<file path="src/rtl/serial_addsub_if.sv">
// ---------------------------------------------------------------------------
// serial_addsub_if
//
// Groups the operand request and result response channels of serial_addsub.
// Both channels use the same valid/ready rule:
//   A transfer happens on a rising clk edge where valid and ready are both 1.
//   The producer holds valid (and its payload) until that edge. The consumer
//   may raise or lower ready freely.
//
// Signals:
//   sa_a_in, sa_b_in  operands (W bits)
//   sa_sm2c_sel       1 = sign-magnitude format, 0 = two's complement
//   sa_addsub_sel     0 = A+B, 1 = A-B
//   sa_in_valid       request valid              (requester -> block)
//   sa_in_ready       block can accept operands  (block -> requester)
//   sa_sum_out        registered result (W bits)
//   sa_carry_out      carry (2C) or magnitude overflow (SM)
//   sa_out_valid      result valid               (block -> consumer)
//   sa_out_ready      consumer accepts result    (consumer -> block)
//   sa_state_dbg      current FSM state, observation only
//
// Modports:
//   slave  - the serial_addsub block
//   master - the requester/consumer driving the block
// ---------------------------------------------------------------------------
interface serial_addsub_if #(
    parameter int ADDER_WIDTH = 32
);
    logic [ADDER_WIDTH-1:0] sa_a_in;
    logic [ADDER_WIDTH-1:0] sa_b_in;
    logic                   sa_sm2c_sel;
    logic                   sa_addsub_sel;
    logic                   sa_in_valid;
    logic                   sa_in_ready;
    logic [ADDER_WIDTH-1:0] sa_sum_out;
    logic                   sa_carry_out;
    logic                   sa_out_valid;
    logic                   sa_out_ready;
    logic [2:0]             sa_state_dbg;

    modport slave (
        input  sa_a_in,
        input  sa_b_in,
        input  sa_sm2c_sel,
        input  sa_addsub_sel,
        input  sa_in_valid,
        output sa_in_ready,
        output sa_sum_out,
        output sa_carry_out,
        output sa_out_valid,
        input  sa_out_ready,
        output sa_state_dbg
    );

    modport master (
        output sa_a_in,
        output sa_b_in,
        output sa_sm2c_sel,
        output sa_addsub_sel,
        output sa_in_valid,
        input  sa_in_ready,
        input  sa_sum_out,
        input  sa_carry_out,
        input  sa_out_valid,
        output sa_out_ready,
        input  sa_state_dbg
    );
endinterface

</file>
<file path="src/rtl/serial_addsub.sv">
// ---------------------------------------------------------------------------
// serial_addsub
//
// Bit-serial adder/subtractor. Accepts one operand pair, computes A+B or A-B
// one bit per clock (LSB first) and presents a registered result. Operands
// and result are either two's complement (2C) or sign-magnitude (SM).
// 2C results are bit-exact with the parallel ripple adder/subtractor.
//
// Parameters:
//   ADDER_WIDTH  operand/result width W (>= 4)
//   SM2C         1 = sign-magnitude support built, 0 = 2C only
//                (sa_sm2c_sel is then treated as 0)
//
// Ports:
//   clk    rising-edge clock
//   rst_n  asynchronous active-low reset; aborts any operation in flight
//   sa     serial_addsub_if.slave (operand request + result response)
//
// Sequence: IDLE -> PREP (1) -> ADD (N) -> POST (1) -> DONE
//   N = W in 2C mode, W+1 in SM mode. sa_out_valid rises N+2 clocks after
//   the accepting edge. Only one operation is ever in flight.
// ---------------------------------------------------------------------------
module serial_addsub #(
    parameter int ADDER_WIDTH = 32,
    parameter bit SM2C        = 1'b1
) (
    input  logic           clk,
    input  logic           rst_n,
    serial_addsub_if.slave sa
);

    localparam int W  = ADDER_WIDTH;
    localparam int CW = $clog2(W + 2);

    typedef enum logic [2:0] {
        IDLE = 3'd0,
        PREP = 3'd1,
        ADD  = 3'd2,
        POST = 3'd3,
        DONE = 3'd4
    } state_t;

    state_t state_q;
    state_t state_d;

    // Captured request
    logic [W-1:0]  a_q;
    logic [W-1:0]  b_q;
    logic          sm_q;
    logic          sub_q;

    // Serial datapath: operand shift registers, result shift register and
    // the single carry flop shared by every bit position.
    logic [W:0]    a_sh_q;
    logic [W:0]    b_sh_q;
    logic [W:0]    r_sh_q;
    logic          carry_q;
    logic [CW-1:0] cnt_q;

    // Registered outputs
    logic          in_ready_q;
    logic          out_valid_q;
    logic [W-1:0]  sum_q;
    logic          carry_out_q;

    logic          accept;
    logic [CW-1:0] cnt_last;

    assign accept   = sa.sa_in_valid & in_ready_q;
    // SM mode needs one extra bit so the (W+1)-bit signed sum cannot wrap.
    assign cnt_last = sm_q ? CW'(W) : CW'(W - 1);

    // -----------------------------------------------------------------------
    // FSM
    // -----------------------------------------------------------------------
    always_ff @(posedge clk or negedge rst_n) begin
        if (!rst_n) begin
            state_q <= IDLE;
        end else begin
            state_q <= state_d;
        end
    end

    always_comb begin
        state_d = state_q;
        case (state_q)
            IDLE: if (accept)           state_d = PREP;
            PREP:                       state_d = ADD;
            ADD:  if (cnt_q == cnt_last) state_d = POST;
            POST:                       state_d = DONE;
            DONE: if (sa.sa_out_ready)  state_d = IDLE;
            default:                    state_d = IDLE;
        endcase
    end

    // -----------------------------------------------------------------------
    // Operand preparation (evaluated while in PREP)
    // 2C: invert B and inject carry-in for subtraction.
    // SM: turn each sign/magnitude pair into a W-bit 2C value, then sign
    //     extend to W+1. A zero magnitude forces a positive sign so -0 acts
    //     as +0.
    // -----------------------------------------------------------------------
    logic [W-2:0] a_mag;
    logic [W-2:0] b_mag;
    logic         a_neg;
    logic         b_neg;
    logic [W-1:0] a_2c;
    logic [W-1:0] b_2c;
    logic [W:0]   prep_a;
    logic [W:0]   prep_b;
    logic         prep_c;

    always_comb begin
        a_mag = a_q[W-2:0];
        b_mag = b_q[W-2:0];
        a_neg = a_q[W-1] & (|a_mag);
        b_neg = (b_q[W-1] ^ sub_q) & (|b_mag);
        a_2c  = a_neg ? (~{1'b0, a_mag} + 1'b1) : {1'b0, a_mag};
        b_2c  = b_neg ? (~{1'b0, b_mag} + 1'b1) : {1'b0, b_mag};
        if (sm_q) begin
            prep_a = {a_2c[W-1], a_2c};
            prep_b = {b_2c[W-1], b_2c};
            prep_c = 1'b0;
        end else begin
            // Top bit is never shifted through the adder in 2C mode.
            prep_a = {1'b0, a_q};
            prep_b = {1'b0, b_q ^ {W{sub_q}}};
            prep_c = sub_q;
        end
    end

    // -----------------------------------------------------------------------
    // One full-adder slice
    // -----------------------------------------------------------------------
    logic fa_sum;
    logic fa_carry;

    always_comb begin
        fa_sum   = a_sh_q[0] ^ b_sh_q[0] ^ carry_q;
        fa_carry = (a_sh_q[0] & b_sh_q[0]) | (a_sh_q[0] & carry_q) |
                   (b_sh_q[0] & carry_q);
    end

    // -----------------------------------------------------------------------
    // Result formatting (evaluated while in POST)
    // Result bits enter r_sh_q at the top, so after W shifts the 2C sum sits
    // in r_sh_q[W:1]; after W+1 shifts the SM sum fills r_sh_q[W:0].
    // SM: magnitude >= 2^(W-1) does not fit and is flagged as overflow on
    // the carry output; the sign is cleared when the visible result is zero.
    // -----------------------------------------------------------------------
    logic         r_neg;
    logic [W:0]   r_mag;
    logic         mag_ovf;
    logic         mag_zero;
    logic [W-1:0] post_sum;
    logic         post_carry;

    always_comb begin
        r_neg    = r_sh_q[W];
        r_mag    = r_neg ? (~r_sh_q + 1'b1) : r_sh_q;
        mag_ovf  = r_mag[W] | r_mag[W-1];
        mag_zero = ~|r_mag[W-2:0];
        if (sm_q) begin
            post_sum   = {r_neg & ~(mag_zero & ~mag_ovf), r_mag[W-2:0]};
            post_carry = mag_ovf;
        end else begin
            post_sum   = r_sh_q[W:1];
            post_carry = carry_q;
        end
    end

    // -----------------------------------------------------------------------
    // Datapath registers
    // -----------------------------------------------------------------------
    always_ff @(posedge clk or negedge rst_n) begin
        if (!rst_n) begin
            a_q     <= '0;
            b_q     <= '0;
            sm_q    <= 1'b0;
            sub_q   <= 1'b0;
            a_sh_q  <= '0;
            b_sh_q  <= '0;
            r_sh_q  <= '0;
            carry_q <= 1'b0;
            cnt_q   <= '0;
        end else begin
            case (state_q)
                IDLE: begin
                    if (accept) begin
                        a_q   <= sa.sa_a_in;
                        b_q   <= sa.sa_b_in;
                        sm_q  <= SM2C ? sa.sa_sm2c_sel : 1'b0;
                        sub_q <= sa.sa_addsub_sel;
                    end
                end
                PREP: begin
                    a_sh_q  <= prep_a;
                    b_sh_q  <= prep_b;
                    carry_q <= prep_c;
                    r_sh_q  <= '0;
                    cnt_q   <= '0;
                end
                ADD: begin
                    a_sh_q  <= a_sh_q >> 1;
                    b_sh_q  <= b_sh_q >> 1;
                    r_sh_q  <= {fa_sum, r_sh_q[W:1]};
                    carry_q <= fa_carry;
                    cnt_q   <= cnt_q + 1'b1;
                end
                default: ;
            endcase
        end
    end

    // -----------------------------------------------------------------------
    // Output registers. Handshake flags follow the next state so they change
    // on the same edge the FSM moves; sum/carry only load in POST and hold
    // their value through DONE and the following IDLE.
    // -----------------------------------------------------------------------
    always_ff @(posedge clk or negedge rst_n) begin
        if (!rst_n) begin
            in_ready_q  <= 1'b1;
            out_valid_q <= 1'b0;
            sum_q       <= '0;
            carry_out_q <= 1'b0;
        end else begin
            in_ready_q  <= (state_d == IDLE);
            out_valid_q <= (state_d == DONE);
            if (state_q == POST) begin
                sum_q       <= post_sum;
                carry_out_q <= post_carry;
            end
        end
    end

    assign sa.sa_in_ready  = in_ready_q;
    assign sa.sa_out_valid = out_valid_q;
    assign sa.sa_sum_out   = sum_q;
    assign sa.sa_carry_out = carry_out_q;
    assign sa.sa_state_dbg = state_q;

endmodule

</file>
<file path="src/flat_wrapper.sv">
// flat-port wrapper written by rule: the top's interface ports become plain ports
module serial_addsub_flat 
#(
    parameter int ADDER_WIDTH = 32,
    parameter bit SM2C        = 1'b1
)
  (clk, rst_n, sa_sa_a_in, sa_sa_b_in, sa_sa_sm2c_sel, sa_sa_addsub_sel, sa_sa_in_valid, sa_sa_in_ready, sa_sa_sum_out, sa_sa_carry_out, sa_sa_out_valid, sa_sa_out_ready, sa_sa_state_dbg);
  serial_addsub_if #(.ADDER_WIDTH(ADDER_WIDTH)) sa_i ();
  input  logic clk;
  input  logic rst_n;
  input wire logic [$bits(sa_i.sa_a_in)-1:0] sa_sa_a_in;
  input wire logic [$bits(sa_i.sa_b_in)-1:0] sa_sa_b_in;
  input wire logic [$bits(sa_i.sa_sm2c_sel)-1:0] sa_sa_sm2c_sel;
  input wire logic [$bits(sa_i.sa_addsub_sel)-1:0] sa_sa_addsub_sel;
  input wire logic [$bits(sa_i.sa_in_valid)-1:0] sa_sa_in_valid;
  output wire logic [$bits(sa_i.sa_in_ready)-1:0] sa_sa_in_ready;
  output wire logic [$bits(sa_i.sa_sum_out)-1:0] sa_sa_sum_out;
  output wire logic [$bits(sa_i.sa_carry_out)-1:0] sa_sa_carry_out;
  output wire logic [$bits(sa_i.sa_out_valid)-1:0] sa_sa_out_valid;
  input wire logic [$bits(sa_i.sa_out_ready)-1:0] sa_sa_out_ready;
  output wire logic [$bits(sa_i.sa_state_dbg)-1:0] sa_sa_state_dbg;
  assign sa_i.sa_a_in = sa_sa_a_in;
  assign sa_i.sa_b_in = sa_sa_b_in;
  assign sa_i.sa_sm2c_sel = sa_sa_sm2c_sel;
  assign sa_i.sa_addsub_sel = sa_sa_addsub_sel;
  assign sa_i.sa_in_valid = sa_sa_in_valid;
  assign sa_sa_in_ready = sa_i.sa_in_ready;
  assign sa_sa_sum_out = sa_i.sa_sum_out;
  assign sa_sa_carry_out = sa_i.sa_carry_out;
  assign sa_sa_out_valid = sa_i.sa_out_valid;
  assign sa_i.sa_out_ready = sa_sa_out_ready;
  assign sa_sa_state_dbg = sa_i.sa_state_dbg;
  serial_addsub #(.ADDER_WIDTH(ADDER_WIDTH), .SM2C(SM2C)) u_core (.clk(clk), .rst_n(rst_n), .sa(sa_i));
endmodule
</file>
<file path="config.mk">
export PLATFORM = sky130hd
export DESIGN_NAME = serial_addsub_flat
export DESIGN_NICKNAME = d
export VERILOG_FILES = /design/src/rtl/serial_addsub_if.sv /design/src/rtl/serial_addsub.sv /design/src/flat_wrapper.sv
export SDC_FILE = /design/constraint.sdc
export NUM_CORES = 1
export LEC_CHECK = 0
export ABC_AREA = 1
export CORE_MARGIN = 2
export CORE_UTILIZATION = 54
export CTS_BUF_LIST = sky130_fd_sc_hd__clkbuf_4
export CTS_CLUSTER_DIAMETER = 100
export DETAILED_ROUTE_END_ITERATION = 10
export PLACE_DENSITY = 0.79
export SYNTH_ARGS = -nofsm -noshare
export SYNTH_HDL_FRONTEND = slang
export SYNTH_SLANG_ARGS = --single-unit
export TNS_END_PERCENT = 50
</file>
<file path="constraint.sdc">
create_clock -name clk -period 1.9 [get_ports clk]
set_input_delay 0.38 -clock clk [delete_from_list [all_inputs] [get_ports clk]]
set_output_delay 0.38 -clock clk [all_outputs]
set_load 0.02 [all_outputs]
</file>
==> impl_metrics.csv <==
group,metric,value,unit
power_and_ir_drop,total_power,28.1,mW
logic_synthesis,synth_seq_cells,210,
logic_synthesis,yosysWarnings,0,
floorplan,die-area,23400,sq um
setup_path,crit_start,"u_core.a_q[11]",
timing,maxSlewHeadroom,0.676,
setup_path,r2r_cells,11,
timing,drv_slew,0,
floorplan,fp.dieH,153,microns
logic_synthesis,yosys-top-cells-count,"369 x nand2_1, 209 x dfrtp_1, 185 x inv_1, 177 x nor2_1, 152 x a21oi_1",
power_and_ir_drop,p_per_area,1770,nW/um^2
logic_synthesis,synth.area.top_cells,"dfrtp_1 44%, nand2_1 12%, a21oi_1 6.3%",
timing,finalHoldViolations,0,
place,io_buffer_count,107,
floorplan,core_area,21800,sq um
floorplan,initial_utilization,0.550,
timing,tightest_slew,0.482,ns
run_status,failed_checks,"setup timing",
clock_tree,clock_latency,0.73,ns
clock_tree,path_clk_slew,0.06,ns
logic_synthesis,ys_seq_area_frac,0.438,
clock_tree,h-tree-depth,2,
clock_tree,cts-root-buf,"clkbuf_4",
clock_tree,clockBufferDepth,3,
setup_path,crit_type,"reg2reg",
place,pre_cts_slack,-0.154,ns
routing,routed_via_density,5.57,
power_and_ir_drop,p_leak,8.11,nW
grt,grt_antenna_before_repair,1,
routing,num_vias,12400,
timing,skew,0.0528,ns
routing,drc_errors,0,
setup_path,crit_path_start_kind,"flip-flop",
routing,totalWireLength,34.9,mm
logic_synthesis,syn_nets,1727,
place,globalplace.congestion,0.961,
routing,wl_per_cell,15.6,microns
grt,grt_overflow,0,
grt,grt_pass1_wl,55.3,mm
cells_and_area,ff_latch_area,5260,sq um
place,dpl.hpwl,23.1,mm
cells_and_area,drive_above_1_share,0.228,
setup_path,endpoint_kind,"flip-flop",
setup_path,critPathArrivalTime,2.68,ns
timing,fmax,483,MHz
setup_path,r2r_start,"u_core.a_q[11]",
logic_synthesis,synth_top_cell_area_share,0.436,
cells_and_area,nFillCells,1711,
logic_synthesis,synth_top_area_cell,"dfrtp_1",
floorplan,fp-row-count,54,
place,dp.cells,2102,
cells_and_area,multiInputGateArea,6190,sq um
grt,grt_use_total,0.283,
routing,drt_first_iter_violations,1004,
logic_synthesis,synth_enable_flop_cells,0,
clock_tree,clkSinkCount,210,
routing,dr.pass1.iters,5,
timing,setup_ws,-0.170,ns
grt,grt_max_degree,58,
floorplan,ioPinCount,108,
job,cap_violations,0,
logic_synthesis,synth.most_common_cell,"nand2_1",
timing,finalSetupViolations,53,
setup_path,cp_data_required_time,2.51,ns
timing,hold-worst-slack,0.113,ns
clock_tree,cts_tree,"done",
logic_synthesis,avgSynthCellArea,7.26,sq um
setup_path,worstPathMaxFanout,8,
place,dpl_cell_area,14300,sq um
logic_synthesis,ys_async_sr_fraction,1.00,
logic_synthesis,synth_area,12000,sq um
timing,rsz0062_at_grt,"true",
cells_and_area,fin_area,15900,sq um
cells_and_area,area_growth,32.3,%
run_status,status,"complete, but fails checks",
cells_and_area,finalNonFillerCells,2232,
grt,grt_pass1_vias,11700,
clock_tree,cts_made_buffers,57,
timing,min_period_over_period,1.09,
cells_and_area,nets,1987,
logic_synthesis,synth_ff_type,"dfrtp_1",
floorplan,die_w,153,microns
min_path,hp-class,"in2async",
power_and_ir_drop,max-vdd-ir-drop,0.829,mV
logic_synthesis,synthesis.instances,1652,
timing,min_period,2.07,ns
logic_synthesis,synth_cell_types,50,
routing,ant_nets,0,
where the power goes:
| part | internal (mW) | total, mW | switching [mW] |
|---|---|---|---|
| registers | 6.20 | 7.37 | 1.16 |
| logic | 6.65 | 16.8 | 10.1 |
| clock network | 2.04 | 3.99 | 1.95 |
| total | 14.9 | 28.1 | 13.2 |
critical path, cell delays in order, from the launching register on:
cell and delay, ns:
dfrtp_1 0.40, nor2_2 0.20, nand2_1 0.09, nor2_1 0.20, nand2_4 0.10, o21ai_4 0.18, o21ai_4 0.15, clkbuf_16 0.21
nand3_1 0.08, nand2_1 0.08, o21ai_2 0.18, nand2_1 0.07
metal layers:
layer	global-route usage	routed length [microns]
met2	0.465	17100
met3	0.0431	2280
met5	0	0
met1	0.367	14100
met4	0.139	1440
through the flow:
stage,TNS (ns),utilization
after floorplan,0,-
after global placement,-0.546,0.655
after detailed placement,-2.07,0.655
after CTS,-1.53,0.695
after global routing,-12.48,0.727
final,-4.11,0.727
cell usage in the layout (no fill, tap or decap), types with 7 or more instances in the layout:
cell,instances
nor2_2,24
a21oi_2,13
o22ai_1,43
clkinv_1,8
xor2_1,12
nor2_4,14
a21oi_1,138
nand2_2,23
dlygate4sd2_1,36
o211ai_1,7
nand4_1,13
dfrtp_1,208
clkbuf_4,85
nor3_1,13
nand3_1,94
o21ai_1,74
nand2_1,344
nor2_1,153
nand3_2,21
buf_4,151
buf_12,14
inv_2,19
nand2_4,14
inv_1,175
nand3_4,12
clkdlybuf4s50_1,68
o21ai_0,100
registers in the layout, indices dropped and copies added, names as in the netlist:
register and count:
u_core.carry_q 1, u_core.r_sh_q 33, u_core.a_sh_q 33, u_core.sa.sa_out_valid 1
u_core.b_q 32, u_core.sub_q 1, u_core.sa.sa_state_dbg 3, u_core.sa.sa_sum_out 32
u_core.a_q 32, u_core.cnt_q 6, u_core.sm_q 1, u_core.sa.sa_carry_out 1
u_core.b_sh_q 33, u_core.sa.sa_in_ready 1
cells by family (layout without fill, tap and decap cells):
family,count (synthesis),in the layout,share of synthesized area
and+or+nand+nor,738,738,0.267
AOI/OAI and AO/OA,401,401,0.180
buffers and inverters,280,579,0.0951
DFF,210,210,0.438
xor gates and xnor gates,13,13,0.00949
adders and majority gates,5,5,0.00584
muxes,5,5,0.00459
other,0,1,0
what timing repair did:
| action | 4_1_cts | 5_1_grt |
|---|---|---|
| pin swaps | 7 | 55 |
| buffers inserted | 4 | 21 |
| gates cloned | 2 | 3 |
| gates resized for setup | 77 | 166 |
| setup endpoints to repair | 86 | 88 |
| endpoints found under the hold margin | 209 | 0 |
| hold buffers | 1 | 0 |
path summary, 6_finish.rpt:
path | endpoint | slack [ns]
hold / removal | u_core.b_sh_q[0] | 0.11
setup / recovery | u_core.a_sh_q[13] | -0.17
min in group clk | u_core.a_q[12] | 0.22
hold reg to reg | u_core.sa.sa_sum_out[16] | 0.47
setup reg to reg | u_core.a_sh_q[13] | -0.17
max in group asynchronous | u_core.sa.sa_sum_out[25] | 1.09
cell type report:
cell class | count | share of cell area
multi-input cells | 1162 | 0.390
flip-flops and latches | 210 | 0.331
repair buffers | 283 | 0.164
inverters | 197 | 0.0477
clock buffers | 85 | 0.0402
well taps | 280 | 0.0221
clock inverters | 13 | 0.00410
repair inverters | 1 | 0.000552
diodes | 1 | 0.000158
(Power assumes the default switching activity.)
